`config.mk`:
```
export PLATFORM = sky130hd
export DESIGN_NAME = instr_fetch
export DESIGN_NICKNAME = d
export VERILOG_FILES = /design/src/rtl/instr_fetch.sv
export SDC_FILE = /design/constraint.sdc
export NUM_CORES = 1
export LEC_CHECK = 0
export BUFFER_PORTS_ARGS = -buffer_cell sky130_fd_sc_hd__clkbuf_2
export CAP_MARGIN = 20
export CORE_MARGIN = 8
export CORE_UTILIZATION = 30
export DETAILED_ROUTE_END_ITERATION = 8
export GPL_ROUTABILITY_DRIVEN = 0
export GPL_TIMING_DRIVEN = 0
export SETUP_SLACK_MARGIN = 0.3
export SLEW_MARGIN = 10
export SYNTH_ARGS = -nofsm -noshare
export SYNTH_HDL_FRONTEND = slang
export SYNTH_SLANG_ARGS = --single-unit
```
`constraint.sdc`:
```
create_clock -name clk -period 5.1 [get_ports clk]
set_clock_uncertainty 0.05 [all_clocks]
set_input_delay 1.02 -clock clk [delete_from_list [all_inputs] [get_ports clk]]
set_output_delay 1.02 -clock clk [all_outputs]
set_load 0.02 [all_outputs]
```
`src/rtl/instr_fetch.sv`:
```
// Instruction fetch stage: owns the program counter, drives the instruction
// memory read port, resolves jumps (opcode F) with a single bubble, absorbs
// a decode stall through a one-entry skid register and halts on jump-to-self.
//
// state | meaning
// IDLE  | out of reset, no fetching, waiting for start
// RUN   | issuing one read per unstalled cycle, presenting returned words
// HALT  | jump-to-self seen; no reads, output drains to NOP, waits for start
module instr_fetch #(
  parameter int ADDR_W = 8
) (
  input  logic              clk,
  input  logic              rst_n,
  input  logic              start,
  input  logic [ADDR_W-1:0] start_addr,
  input  logic              stall,
  output logic [ADDR_W-1:0] imem_addr,
  output logic              imem_rd,
  input  logic [15:0]       imem_data,
  output logic [15:0]       instr,
  output logic [3:0]        opcode,
  output logic              instr_valid,
  output logic [ADDR_W-1:0] pc_out,
  output logic              halted
);

  typedef enum logic [1:0] {
    IDLE = 2'd0,
    RUN  = 2'd1,
    HALT = 2'd2
  } state_t;

  localparam logic [ADDR_W-1:0] PC_ONE  = ADDR_W'(1);
  localparam logic [3:0]        OP_JUMP = 4'hF;

  state_t            state_q, state_d;
  logic [ADDR_W-1:0] pc_q, pc_d;

  // one read can be outstanding at a time (memory latency is one cycle)
  logic              fl_valid_q, fl_valid_d;
  logic              fl_squash_q, fl_squash_d;
  logic [ADDR_W-1:0] fl_addr_q, fl_addr_d;

  logic              skid_full_q, skid_full_d;
  logic [15:0]       skid_data_q, skid_data_d;
  logic [ADDR_W-1:0] skid_addr_q, skid_addr_d;

  logic [15:0]       instr_q, instr_d;
  logic              valid_q, valid_d;
  logic [ADDR_W-1:0] pc_out_q, pc_out_d;

  logic              start_ok;
  logic              issue;
  logic              ret_ok;
  logic              out_load;
  logic              src_valid;
  logic [15:0]       src_data;
  logic [ADDR_W-1:0] src_addr;
  logic              load_word;
  logic              is_jump;
  logic              jump_self;
  logic [ADDR_W-1:0] jump_tgt;
  logic              ret_to_skid;

  // Read issue, returning-word qualification and output source selection
  always_comb begin
    start_ok  = start && (state_q != RUN);
    issue     = (state_q == RUN) && !stall;
    ret_ok    = (state_q == RUN) && fl_valid_q && !fl_squash_q;
    out_load  = !valid_q || !stall;
    src_valid = 1'b0;
    src_data  = 16'h0000;
    src_addr  = '0;
    if (state_q == RUN) begin
      if (skid_full_q) begin
        src_valid = 1'b1;
        src_data  = skid_data_q;
        src_addr  = skid_addr_q;
      end else if (ret_ok) begin
        src_valid = 1'b1;
        src_data  = imem_data;
        src_addr  = fl_addr_q;
      end
    end
    load_word = out_load && src_valid;
    is_jump   = load_word && (src_data[15:12] == OP_JUMP);
    jump_tgt  = src_data[ADDR_W-1:0];
    jump_self = is_jump && (jump_tgt == src_addr);
    // a returning word the output register does not take this cycle
    ret_to_skid = ret_ok && !(out_load && !skid_full_q);
  end

  // Next-state, program counter, in-flight tag, skid and output register
  always_comb begin
    state_d     = state_q;
    pc_d        = pc_q;
    fl_valid_d  = issue;
    fl_addr_d   = pc_q;
    fl_squash_d = is_jump;
    skid_full_d = skid_full_q;
    skid_data_d = skid_data_q;
    skid_addr_d = skid_addr_q;
    instr_d     = instr_q;
    valid_d     = valid_q;
    pc_out_d    = pc_out_q;

    if (issue) begin
      pc_d = pc_q + PC_ONE;
    end
    // a jump redirects the pc and kills the read issued alongside it
    if (is_jump) begin
      pc_d = jump_tgt;
    end

    if (out_load) begin
      instr_d = src_valid ? src_data : 16'h0000;
      valid_d = src_valid;
      if (src_valid) begin
        pc_out_d = src_addr;
      end
    end

    if (out_load && skid_full_q) begin
      skid_full_d = 1'b0;
    end
    // skid only accepts when empty or draining; nothing after a jump is kept
    if (ret_to_skid && (!skid_full_q || out_load) && !is_jump) begin
      skid_full_d = 1'b1;
      skid_data_d = imem_data;
      skid_addr_d = fl_addr_q;
    end

    if (jump_self) begin
      state_d     = HALT;
      skid_full_d = 1'b0;
    end

    if (start_ok) begin
      state_d     = RUN;
      pc_d        = start_addr;
      fl_valid_d  = 1'b0;
      fl_squash_d = 1'b0;
      skid_full_d = 1'b0;
      instr_d     = 16'h0000;
      valid_d     = 1'b0;
    end
  end

  // State register
  always_ff @(posedge clk or negedge rst_n) begin
    if (!rst_n) begin
      state_q <= IDLE;
    end else begin
      state_q <= state_d;
    end
  end

  // Datapath registers
  always_ff @(posedge clk or negedge rst_n) begin
    if (!rst_n) begin
      pc_q        <= '0;
      fl_valid_q  <= 1'b0;
      fl_squash_q <= 1'b0;
      fl_addr_q   <= '0;
      skid_full_q <= 1'b0;
      skid_data_q <= 16'h0000;
      skid_addr_q <= '0;
      instr_q     <= 16'h0000;
      valid_q     <= 1'b0;
      pc_out_q    <= '0;
    end else begin
      pc_q        <= pc_d;
      fl_valid_q  <= fl_valid_d;
      fl_squash_q <= fl_squash_d;
      fl_addr_q   <= fl_addr_d;
      skid_full_q <= skid_full_d;
      skid_data_q <= skid_data_d;
      skid_addr_q <= skid_addr_d;
      instr_q     <= instr_d;
      valid_q     <= valid_d;
      pc_out_q    <= pc_out_d;
    end
  end

  assign imem_addr   = pc_q;
  assign imem_rd     = issue;
  assign instr       = instr_q;
  assign opcode      = instr_q[15:12];
  assign instr_valid = valid_q;
  assign pc_out      = pc_out_q;
  assign halted      = (state_q == HALT);

endmodule

```
## Yosys cells after proc, flatten, opt, wreduce, memory -nomap -nowiden

Index checks and enable logic that the tools add are counted.
W data, S select, Z words.

- Add/subtract/negate cells: 1
- Mux-type cells: 25
- Reduce and logical (&&, ||, !) cells: 25
- Eq/ne operators: 5

Operators with widths:

| cell | number |
|---|---|
| $mux W16 | 6 |
| $mux W8 | 6 |
| $logic_and A1 B1 Y1 | 12 |
| $mux W1 | 11 |
| $add A8 B1 Y8 const B | 1 |
| $eq A8 B8 Y1 | 1 |
| $logic_not A1 Y1 | 6 |
| $eq A4 B4 Y1 const B | 1 |
| $mux W2 | 2 |
| $reduce_bool A2 Y1 | 2 |
| $reduce_bool A4 Y1 | 1 |
| $reduce_bool A3 Y1 | 1 |
| $eq A2 B1 Y1 const B | 1 |
| $eq A2 B2 Y1 const B | 1 |
| $logic_or A1 B1 Y1 | 2 |
| $ne A2 B1 Y1 const B | 1 |
| $reduce_and A2 Y1 | 1 |

- Logic and storage cells: 67
- Bits in registers: 70
- Output and inout bits: 39
- Bits of input ports: 28

## Longest topological paths before layout

Gate-level depths: netlist (run 1).

- Depth after elaboration: 13
- Mapped depth: 8
- Depth with buffers taken out: 6

## Worst setup path after synthesis (run 1)

Ideal clock, no wire load.

- Path kind: input to register
- Start point: input imem_data[14]
- End point: register skid_data_q[10]
- Arrival time: 2.582 ns
- Stages: 8
- Setup time: 0.125 ns
- Slack: 2.343 ns
- Cell sequence: and4b_1 > a41oi_1 > or3_1 > buf_2 > inv_4 > nor4_4 > buf_6 > mux2_2

- Word-level cells in the longest chain between the ends: 7

RTL lines:

| element | line | text |
|---|---|---|
| start: declaration | 19 | `input logic [15:0] imem_data,` |
| $mux W16 | 79 | `end else if (ret_ok) begin` |
| $mux W16 | 75 | `if (skid_full_q) begin` |
| $mux W16 | 74 | `if (state_q == RUN) begin` |
| $eq A4 B4 Y1 | 86 | `is_jump = load_word && (src_data[15:12] == OP_JUMP);` |
| $logic_and A1 B1 Y1 | 86 |  |
| $logic_not A1 Y1 | 127 | `if (ret_to_skid && (!skid_full_q \|\| out_load) && !is_jump) begin` |
| $logic_and A1 B1 Y1 | 127 |  |
| end signal: assignment | 177 | `skid_data_q <= skid_data_d;` |
| end: declaration | 45 | `logic [15:0] skid_data_q, skid_data_d;` |

Every way passes these cells.
A chain may end at the register's enable or synchronous reset.

## Worst setup path in the final report (run 1)

- Start point: input stall
- End point: output imem_rd

- Word-level cells in the longest chain between the ends: 2

RTL lines:

| element | line | text |
|---|---|---|
| start: declaration | 16 | `input logic stall,` |
| $logic_not A1 Y1 | 68 | `issue = (state_q == RUN) && !stall;` |
| $logic_and A1 B1 Y1 | 68 |  |
| end: declaration | 18 | `output logic imem_rd,` |

Every way passes these cells.

==> metrics.yaml, run 1 <==
yosys:
  synth_warnings: 0
  ys_dominant_reg_cell: "dfrtp_1"
  synthMostInstantiatedCell: "dfrtp_1"
  async_reset_ff_share_pct: 100
  synth_top_cells_by_area: "dfrtp_1, mux2_2, o21ai_0"
  synth_enable_flop_cells: 0
  cells_after_synth: 296
  ys_top_cells_by_count: "dfrtp_1, nand2_1, o21ai_0, mux2_2, a22oi_1"
  synth_cell_type_count: 46
  synth-adder-area-share_pct: 0.382
  synth_top_area_cell: "dfrtp_1"
  post_synth_mux_area_share_pct: 12.3
  largest_family_of_logic_cells_by_synthesized_area: "compound AO/OA/AOI/OAI gates"
  synth_xor_xnor_area_share_pct: 2.67
  synthesis.area_um2: 3270
  synth_fp_nets: 325
  synth-compound-area-share_pct: 15.9
  post_synth.cell_area_avg_um2: 11.1
  postSynthRegisterBits: 70
  seq_area_frac_synth_pct: 53.5
  synthSimpleGateAreaFrac_pct: 11.2
  netlist.area_leader.share_pct: 53.5
timing:
  final_critical_path_share_of_the_clock_period_pct: 60.0
  timing.final.hold_violations: 0
  grt_setup_unrepaired: "no"
  finalMaxSlewViolations: 0
  hold-worst-slack_ps: 410
  max-slew-margin-rel_pct: 34.7
  final_period_minus_worst_setup_slack_ps: 3060
  totalNegativeSetupSlack_ps: 0
  finalSetupViolCount: 0
  tightestPinTransition_ps: 972
  fmax_mhz: 327
route:
  vias: 2585
  vias_per_cell: 4.98
  detailedRoute.firstPassIterationCount: 5
  postRouteAntennaNets: 0
  drtIter0Drc: 154
  wirelength_um: 8960
  detail_route.wl_per_cell_um: 17.3
  drc_errors: 0
clocking:
  total_clock_sinks: 70
  cts-buffers-inserted: 9
  cts_buffer_depth: 2
  cts.reportedPaths.clkPinSlew_ps: 70
  cts.htree.levels: 3
  insertion_delay_ps: 350
  cts.hold.buffers_added: 0
  cts_post_setup_buffers_inserted: 0
  clk_root_buffer_cell: "clkbuf_8"
  clock_tree_from_tritoncts: "yes"
  post_cts_resized: 0
die:
  effective_utilization_at_floorplan_pct: 30.5
  floorplan.die.height_um: 120
  rows: 38
  die_x_um: 120
  die-area_um2: 14500
  top_ports: 67
  coreArea_um2: 10700
worst_setup_path:
  r2r_setup_slack_ps: 2270
  cp_data_required_time_ps: 4030
  cp_max_fo: 7
  critical_path_arrival_ps: 1990
  worstSetupStartpointType: "input port"
  crit_type: "input port to output port"
  critical_path.endpoint_type: "output port"
global_routing:
  largest_net_degree_at_the_start_of_global_routing: 41
  wire_length_of_the_first_global_routing_pass_um: 14300
  first_global_vias: 2635
  antenna_found_initial: 0
  grt_remaining_overflow: 0
  grtUsageTotal_pct: 12.5
job:
  max_cap_violations: 0
placed_design:
  port_buffers: 66
  place_inst: 503
  place.detailed.hpwl_um: 6760
power:
  p_comb_share_pct: 41.8
  power.sequential.fraction_pct: 39.2
  power_leakage_nw: 1.79
  ir_worst_vdd_mv: 0.214
  power_report.internal_total_mw: 1.54
  cellPowerDensity_nw_per_um2: 648
  netSwitchingPower_mw: 1.06
  finalPower_mw: 2.61
  netSwitchingFraction_pct: 40.7
  clock_power_share_pct: 19.0
layout:
  area_growth_pct: 22.9
  n_antenna_cell: 0
  post_route_cells_drive_above_1_share_pct: 30.1
  layout.nets: 403
  final-instance-count-excl-fill: 519
status:
  status: "finished clean"
min_path:
  min_path_type: "flip-flop to flip-flop"
[power by group through the flow]
| stage | combinational (mW) | clock (mW) | sequential (mW) |
|---|---|---|---|
| 6_report | 1.09 | 0.496 | 1.02 |
| 5_1_grt | 1.20 | 0.532 | 1.05 |
| 4_1_cts | 1.11 | 0.506 | 1.02 |
| 3_5_place_dp | 1.10 | 0 | 1.03 |
| 3_3_place_gp | 1.09 | 0 | 1.01 |
| 2_1_floorplan | 0.626 | 0 | 1.12 |
[path summary, 6_finish.rpt]
path	end	cells past startpoint	from
max	imem_rd	4	stall
min	fl_addr_q[7]	0	imem_addr[7]
max reg2reg	imem_addr[1]	7	skid_full_q
min reg2reg	fl_addr_q[7]	0	imem_addr[7]
max in group asynchronous	instr[1]	2	rst_n
min in group asynchronous	instr[14]	1	rst_n
[state kept, by name, summed over array words and instances, names as in the netlist]
register	cells
fl_valid_q	1
instr	16
skid_data_q	16
fl_squash_q	1
state_q	2
skid_full_q	1
imem_addr	8
instr_valid	1
fl_addr_q	8
skid_addr_q	8
pc_out	8
[metal layers]
metal  global-route usage, %  part of all wire [%]
met1                    16.4                    48
met2                    18.4                    44
met3                    4.76                   7.2
met4                    4.37                   1.4
met5                       0                     0
[stage by stage]
step                setup slack (ps)  util (%)  instance area (µm²)
finish                          2040      37.4                 4020
global route                    2000      37.4                 4020
CTS                             2040      37.4                 4020
detailed placement              1810      35.4                 3800
global placement                1820      35.2                 3780
floorplan                       2340         -                 3270
[worst max-delay path, cell delays in order]
cell and delay [ps]:
clkbuf_2 120, or3b_2 480, clkinv_1 170, clkbuf_2 200
[final cells by class]
cell class                 count  area [µm²]
clock buffer                   9         124
clock inverter                 7        97.6
sequential                    70        1750
timing repair buffer          67         353
inverter                       9        36.3
buffer                        18        98.8
fill                        1101        6720
tap                          140         175
multi-input combinational    199        1390
[cells by family (layout without fill, tap and decap cells)]
| kind of cell | Yosys count | after routing |
|---|---|---|
| buffers and inverters | 27 | 110 |
| DFF | 70 | 70 |
| and+or+nand+nor | 73 | 73 |
| xor gates and xnor gates | 10 | 10 |
| muxes | 37 | 37 |
| adders and majority gates | 1 | 1 |
| AOI/OAI and AO/OA | 78 | 78 |
[placed cells by master, fill, tap and decap left out, drive strengths merged, types with 4 or more instances in the layout]
master  instances
xnor2           7
nand2          30
nand2b          8
mux2i          12
nand3           5
mux2           25
clkbuf         84
nor2           11
a21oi           5
a221oi          4
o21ai          29
nor3            7
inv             9
buf            10
dfrtp          70
nor2b           5
a22oi          16
No activity file was read; power rests on OpenSTA's default activity.
==> inputs of run 2 (changes only) <==
==> constraint.sdc (replaced) <==
create_clock -name clk -period 2.8 [get_ports clk]
set_clock_uncertainty 0.05 [all_clocks]
set_input_delay 0.56 -clock clk [delete_from_list [all_inputs] [get_ports clk]]
set_output_delay 0.56 -clock clk [all_outputs]
set_load 0.02 [all_outputs]
==> run 2 against run 1 <==
Power up 84%. Sequential share of layout area shrank 0.55 points. Clock power grew 82%. Via count up 0.27%. Count of clock-buffer cells in the layout unchanged. Global-route usage is 0.099 points higher. Largest power group unchanged. Highest routed layer unchanged.
==> metrics.yaml, run 2 (synthesis results as in run 1) <==
clocking:
  insertion_delay_ps: 350  # about the same
  cts.reportedPaths.clkPinSlew_ps: 80  # about the same
  cts.htree.levels: 3  # unchanged
  cts.hold.buffers_added: 0  # unchanged
  cts_buffer_depth: 2  # unchanged
  clock_tree_from_tritoncts: "yes"
  clk_root_buffer_cell: "clkbuf_8"
  cts-buffers-inserted: 9  # unchanged
  total_clock_sinks: 70  # unchanged
worst_setup_path:
  critical_path_arrival_ps: 2590  # +600 ps
  timing.critical_path.depth: 7  # +3
  path_cells: "nor2b_1 > o211ai_1 > or3_1 > buf_2 > clkbuf_1 > a221oi_1 > a311oi_1"
  cp_max_fo: 10  # +3
  critical_path_buf_inv_count: 2  # -1
  worstSetupStartpointType: "flip-flop"
  timing.critical_path.max_delay_family: "compound AO/OA/AOI/OAI gates"
  cp_data_required_time_ps: 2950  # -1080 ps
  critical_path.endpoint_type: "flip-flop"
  worst_path_max_delay_cell: "dfrtp_1"
  crit_type: "flip-flop to flip-flop"
  r2r.worst_path.cells: 7  # unchanged
  worst_path_largest_cell_delay_ps: 430  # -50 ps
timing:
  fmax_mhz: 410
  timing.final.hold_violations: 0  # unchanged
  finalSetupViolCount: 0  # unchanged
  tightestPinTransition_ps: 660  # -312 ps
  totalNegativeSetupSlack_ps: 0  # unchanged
  final_period_minus_worst_setup_slack_ps: 2440
  final_critical_path_share_of_the_clock_period_pct: 87.2
  finalMaxSlewViolations: 0  # unchanged
  max-slew-margin-rel_pct: 55.8  # +21 points
  grt_setup_unrepaired: "yes"
status:
  status: "finished clean"
placed_design:
  place_inst: 503  # unchanged
  port_buffers: 66  # unchanged
  place.detailed.hpwl_um: 6760  # unchanged
power:
  power_report.internal_total_mw: 2.85  # +84%
  finalPower_mw: 4.80  # +84%
  netSwitchingFraction_pct: 40.7  # -0.072 points
  p_comb_share_pct: 42.4  # +0.6 points
  ir_worst_vdd_mv: 0.393  # +83%
  netSwitchingPower_mw: 1.95  # +84%
  power_leakage_nw: 1.83  # +2.3%
  clock_power_share_pct: 18.8  # -0.2 points
  cellPowerDensity_nw_per_um2: 1180  # +82%
  power.sequential.fraction_pct: 38.8  # -0.4 points
die:
  top_ports: 67  # unchanged
  die-area_um2: 14500  # unchanged
  effective_utilization_at_floorplan_pct: 30.5  # unchanged
  die_x_um: 120  # unchanged
  rows: 38  # unchanged
  floorplan.die.height_um: 120  # unchanged
  coreArea_um2: 10700  # unchanged
route:
  detailedRoute.firstPassIterationCount: 4  # -1
  postRouteAntennaNets: 0  # unchanged
  detail_route.wl_per_cell_um: 17.3  # about the same
  wirelength_um: 9030  # +0.78%
  vias_per_cell: 4.96  # -0.50%
  drc_errors: 0  # unchanged
  drtIter0Drc: 156  # +1.3%
  vias: 2592  # +0.27%
layout:
  final-instance-count-excl-fill: 523  # +0.77%
  most_common_cell_after_layout_fill_and_taps_aside: "dfrtp_1"
  layout.nets: 407  # +0.99%
  area_growth_pct: 24.5
  n_antenna_cell: 0  # unchanged
  post_route_cells_drive_above_1_share_pct: 31.9  # +1.8 points
  utilization_pct: 37.9  # +0.48 points
  layout.cells.most_common_list: "dfrtp_1, clkbuf_2, nand2_1"
global_routing:
  antenna_found_initial: 0  # unchanged
  grt_remaining_overflow: 0  # unchanged
  first_global_vias: 2638  # +0.11%
  wire_length_of_the_first_global_routing_pass_um: 14400  # +0.87%
  largest_net_degree_at_the_start_of_global_routing: 41  # unchanged
  grtUsageTotal_pct: 12.6  # +0.099 points
job:
  max_cap_violations: 0  # unchanged
min_path:
  min_path_type: "input port to asynchronous set/reset pin"
run 2: cell type report:
class	instances	area, µm²
Sequential cell	70	1750
Clock buffer	9	124
Timing Repair Buffer	71	383
Multi-Input combinational cell	199	1410
Buffer	18	101
Fill cell	1101	6670
Tap cell	140	175
Clock inverter	7	97.6
Inverter	9	36.3
run 2: routing by layer:
layer	vias to the layer above	wire length (µm)	global-route usage [%]
li1	1229	-	-
met1	1272	4290	16.7
met2	80	3990	18.9
met3	11	645	4.57
met4	0	114	3.75
met5	-	0	0
run 2: stage by stage:
step / hold WS [ps] / setup slack, ps / area [µm²]
after floorplan: 214 / 503 / 3270
after global placement: 373 / -20.8 / 3780
after detailed placement: 393 / -25.2 / 3800
after CTS: 118 / 215 / 4060
after global routing: 133 / 239 / 4080
final: 122 / 360 / 4080
run 2: power groups by stage:
stage / Clock [mW] / Combinational (mW) / Sequential (mW)
floorplan: 0 / 1.14 / 2.04
global placement: 0 / 1.98 / 1.84
detailed placement: 0 / 2.01 / 1.87
CTS: 0.922 / 2.06 / 1.86
global route: 0.968 / 2.23 / 1.92
finish: 0.903 / 2.04 / 1.86
run 2: repair_timing:
| action | 4_1_cts | 5_1_grt |
|---|---|---|
| pin swaps | 1 | 0 |
| setup buffers | 4 | 0 |
| setup endpoints to repair | 34 | 26 |
| hold endpoints to repair | 0 | 0 |
| gates resized for setup | 3 | 3 |
run 2: final timing paths:
check | start | to | slack [ps]
min reg2reg | imem_addr[7] | fl_addr_q[7] | 400
max in group asynchronous | rst_n | instr[1] | 2010
max reg2reg | fl_squash_q | imem_addr[1] | 360
max | fl_squash_q | imem_addr[1] | 360
min in group clk | imem_data[7] | skid_data_q[7] | 400
min | rst_n | instr[14] | 120
run 2: worst register-to-register path, cell delays in order (launching register included):
cell and delay (ps):
dfrtp_1 430, nor2b_1 280, o211ai_1 170, or3_1 390, buf_2 170, clkbuf_1 280
a221oi_1 430, a311oi_1 90
==> inputs of run 3 (changes only) <==
--- a/config.mk
+++ b/config.mk
@@ -7,11 +7,13 @@
 export LEC_CHECK = 0
 export BUFFER_PORTS_ARGS = -buffer_cell sky130_fd_sc_hd__clkbuf_2
 export CAP_MARGIN = 20
+export CORE_ASPECT_RATIO = 1.4
 export CORE_MARGIN = 8
 export CORE_UTILIZATION = 30
 export DETAILED_ROUTE_END_ITERATION = 8
 export GPL_ROUTABILITY_DRIVEN = 0
 export GPL_TIMING_DRIVEN = 0
+export REMOVE_ABC_BUFFERS = 1
 export SETUP_SLACK_MARGIN = 0.3
 export SLEW_MARGIN = 10
 export SYNTH_ARGS = -nofsm -noshare
==> constraint.sdc (replaced) <==
create_clock -name clk -period 2.8 [get_ports clk]
set_clock_uncertainty 0.05 [all_clocks]
set_input_delay 0.14 -clock clk [delete_from_list [all_inputs] [get_ports clk]]
set_output_delay 0.14 -clock clk [all_outputs]
set_load 0.02 [all_outputs]
==> run 3 against run 2 <==
Critical path depth increased by 2. Non-clock buffer count unchanged. Maximum frequency increased by 4.1%. First-iteration DRC count increased by 10%. Via count increased by 0.73%. Sequential power about the same. Sequential share of layout area decreased by 2.2 points. Sequential cell count unchanged. Die area increased by 0.32%. Highest routed layer unchanged. Clock power increased by 48%. Final cell count increased by 0.19%.
==> metrics.yaml, run 3 (synthesis results as in run 1) <==
power:
  power_report.internal_total_mw: 3.31  # +16%
  netSwitchingFraction_pct: 37.1  # -3.6 points
  power.sequential.fraction_pct: 35.5  # -3.3 points
  power_leakage_nw: 1.93  # +5.6%
  ir_worst_vdd_mv: 0.527  # +34%
  p_comb_share_pct: 39.1  # -3.3 points
  cellPowerDensity_nw_per_um2: 1220  # +3.6%
  clock_power_share_pct: 25.4  # +6.6 points
  netSwitchingPower_mw: 1.95  # -0.19%
clocking:
  insertion_delay_ps: 330  # -20 ps
  clock_tree_from_tritoncts: "yes"
  total_clock_sinks: 70  # unchanged
  cts_buffer_depth: 2  # unchanged
  cts-buffers-inserted: 9  # unchanged
  clk_root_buffer_cell: "clkbuf_16"
  cts.htree.levels: 3  # unchanged
  cts.reportedPaths.clkPinSlew_ps: 60  # -20 ps
timing:
  final_critical_path_share_of_the_clock_period_pct: 83.7  # -3.4 points
  fmax_mhz: 427  # +4.1%
  final.setup.worst_slack_ps: 455  # +95.7 ps
  finalMaxSlewViolations: 0  # unchanged
  max-slew-margin-rel_pct: 40.1  # -16 points
  tightestPinTransition_ps: 892  # +232 ps
  timing.final.hold_violations: 0  # unchanged
  finalSetupViolCount: 0  # unchanged
  grt_setup_unrepaired: "no"
  final_period_minus_worst_setup_slack_ps: 2340  # -95.7 ps
worst_setup_path:
  timing.critical_path.max_delay_family: "simple AND/OR/NAND/NOR gates"
  critical_path_arrival_ps: 2500  # -90 ps
  crit_path_frequent_cell: "buf_4"
  crit_type: "flip-flop to flip-flop"
  critical_path.endpoint_type: "flip-flop"
  timing.rr.start: "state_q[0]"
  worstSetupStartpointType: "flip-flop"
  worst_path_max_delay_cell: "or3_4"
  cp_max_fo: 8  # -2
  r2r.worst_path.cells: 9  # +2
  worst_path_largest_cell_delay_ps: 440  # about the same
  critical_path_buf_inv_count: 4  # +2
  reg2reg_to: "skid_data_q[0]"
  path_cells: "nor2b_4 > o211ai_1 > buf_4 > or3_4 > inv_4 > nor4_4 > buf_6 > buf_4 > mux2_1"
  r2r_setup_slack_ps: 460  # +100 ps
  cp_data_required_time_ps: 2960  # about the same
min_path:
  min_path_type: "input port to flip-flop"
  min-delay-start: "imem_data[13]"
  end_point_of_the_most_critical_hold_path: "skid_data_q[13]"
  min_delay_path_depth: 2
die:
  top_ports: 67  # unchanged
  coreArea_um2: 10800  # about the same
  die-area_um2: 14600  # +0.32%
  effective_utilization_at_floorplan_pct: 30.4  # about the same
  rows: 45  # +18%
  floorplan.die.height_um: 140  # +16%
  die_x_um: 104  # -13%
route:
  vias: 2611  # +0.73%
  wirelength_um: 8880  # -1.7%
  postRouteAntennaNets: 0  # unchanged
  drc_errors: 0  # unchanged
  detailedRoute.firstPassIterationCount: 4  # unchanged
  detail_route.wl_per_cell_um: 16.9  # -1.9%
  drtIter0Drc: 172  # +10%
  vias_per_cell: 4.98  # +0.54%
global_routing:
  grt-busiest-layer: "met2"
  first_global_vias: 2669  # +1.2%
  met3_usage_pct: 3.88  # -0.69 points
  gr-usage-met1_pct: 16.1  # -0.60 points
  largest_net_degree_at_the_start_of_global_routing: 44  # +7.3%
  grt_use_met2_pct: 19.5  # +0.56 points
  grtUsageTotal_pct: 12.6  # -0.039 points
  wire_length_of_the_first_global_routing_pass_um: 14600  # +0.87%
  grt_remaining_overflow: 0  # unchanged
  antenna_found_initial: 0  # unchanged
layout:
  post_route_cells_drive_above_1_share_pct: 33.7  # +1.8 points
  area_growth_pct: 31.5
  regArea_um2: 1760  # +0.21%
  most_common_cell_after_layout_fill_and_taps_aside: "dfrtp_1"
  layout.cells.most_common_list: "dfrtp_1, clkbuf_2, nand2_1"
  utilization_pct: 40.0  # +2.1 points
  layout.filler_cells: 1060  # -3.7%
  area_of_combinational_cells_with_multiple_inputs_um2: 1410  # +0.36%
  n_antenna_cell: 0  # unchanged
  layout.nets: 407  # unchanged
status:
  status: "finished clean"
placed_design:
  place.detailed.hpwl_um: 6250  # -7.6%
  dp_slack_ps: -1030  # -1000 ps
  port_buffers: 66  # unchanged
job:
  max_cap_violations: 0  # unchanged
[run 3: changes by cell type in the layout (fill, tap and decap cells not counted), sizes merged]
cell,before,now
dlygate4sd3,0,5
clkinv,3,1
clkbuf,85,77
bufinv,2,3
inv,9,8
buf,13,18
[run 3: worst max path at each step]
stage,start,end,slack [ps],cells after the start
after floorplan,skid_full_q,skid_data_q[10],-1200,5
after global placement,skid_full_q,skid_data_q[15],-3020,5
after detailed placement,skid_full_q,skid_addr_q[1],-1030,8
after CTS,fl_squash_q,skid_data_q[13],340,9
after global routing,skid_full_q,skid_data_q[10],360,8
final,state_q[0],skid_data_q[0],460,9
[run 3: area by class of cell]
type	instances	share of cell area [%]
sequential	70	40.8
multi-input combinational	199	32.8
timing repair buffer	89	13.2
clock buffer	11	5.87
tap	141	4.10
clock inverter	5	2.44
inverter	9	0.843
[run 3: repair_timing]
action,in CTS,in global routing
setup buffers,5,7
gates resized for setup,6,0
hold buffers,5,0
cloned,0,0
endpoints found under the hold margin,31,0
endpoints found under the setup margin,36,13
pin swaps,3,2
[run 3: stage by stage]
step | hold slack, ps | setup TNS, ps | std cells | area, µm² | power (mW)
floorplan | -206 | -30850 | 278 | 3180 | 3.09
global placement | 331 | -105220 | 485 | 3680 | 3.72
detailed placement | 81.2 | -21770 | 491 | 3760 | 3.81
CTS | 0.0135 | 0 | 517 | 4250 | 5.30
global route | 13.5 | 0 | 524 | 4310 | 5.62
finish | 14.3 | 0 | 524 | 4310 | 5.26
[run 3: power groups by stage]
stage | Combinational [mW] | Clock (mW) | Sequential (mW)
2_1_floorplan | 0.958 | 0 | 2.14
3_3_place_gp | 1.80 | 0 | 1.92
3_5_place_dp | 1.86 | 0 | 1.95
4_1_cts | 2.06 | 1.37 | 1.87
5_1_grt | 2.27 | 1.42 | 1.94
6_report | 2.06 | 1.34 | 1.87
[run 3: layer usage]
| layer | up-vias | share of wire (%) |
|---|---|---|
| li1 | 1236 | - |
| met3 | 9 | 6.5 |
| met1 | 1291 | 45 |
| met4 | 0 | 1.1 |
| met5 | - | 0 |
| met2 | 75 | 48 |
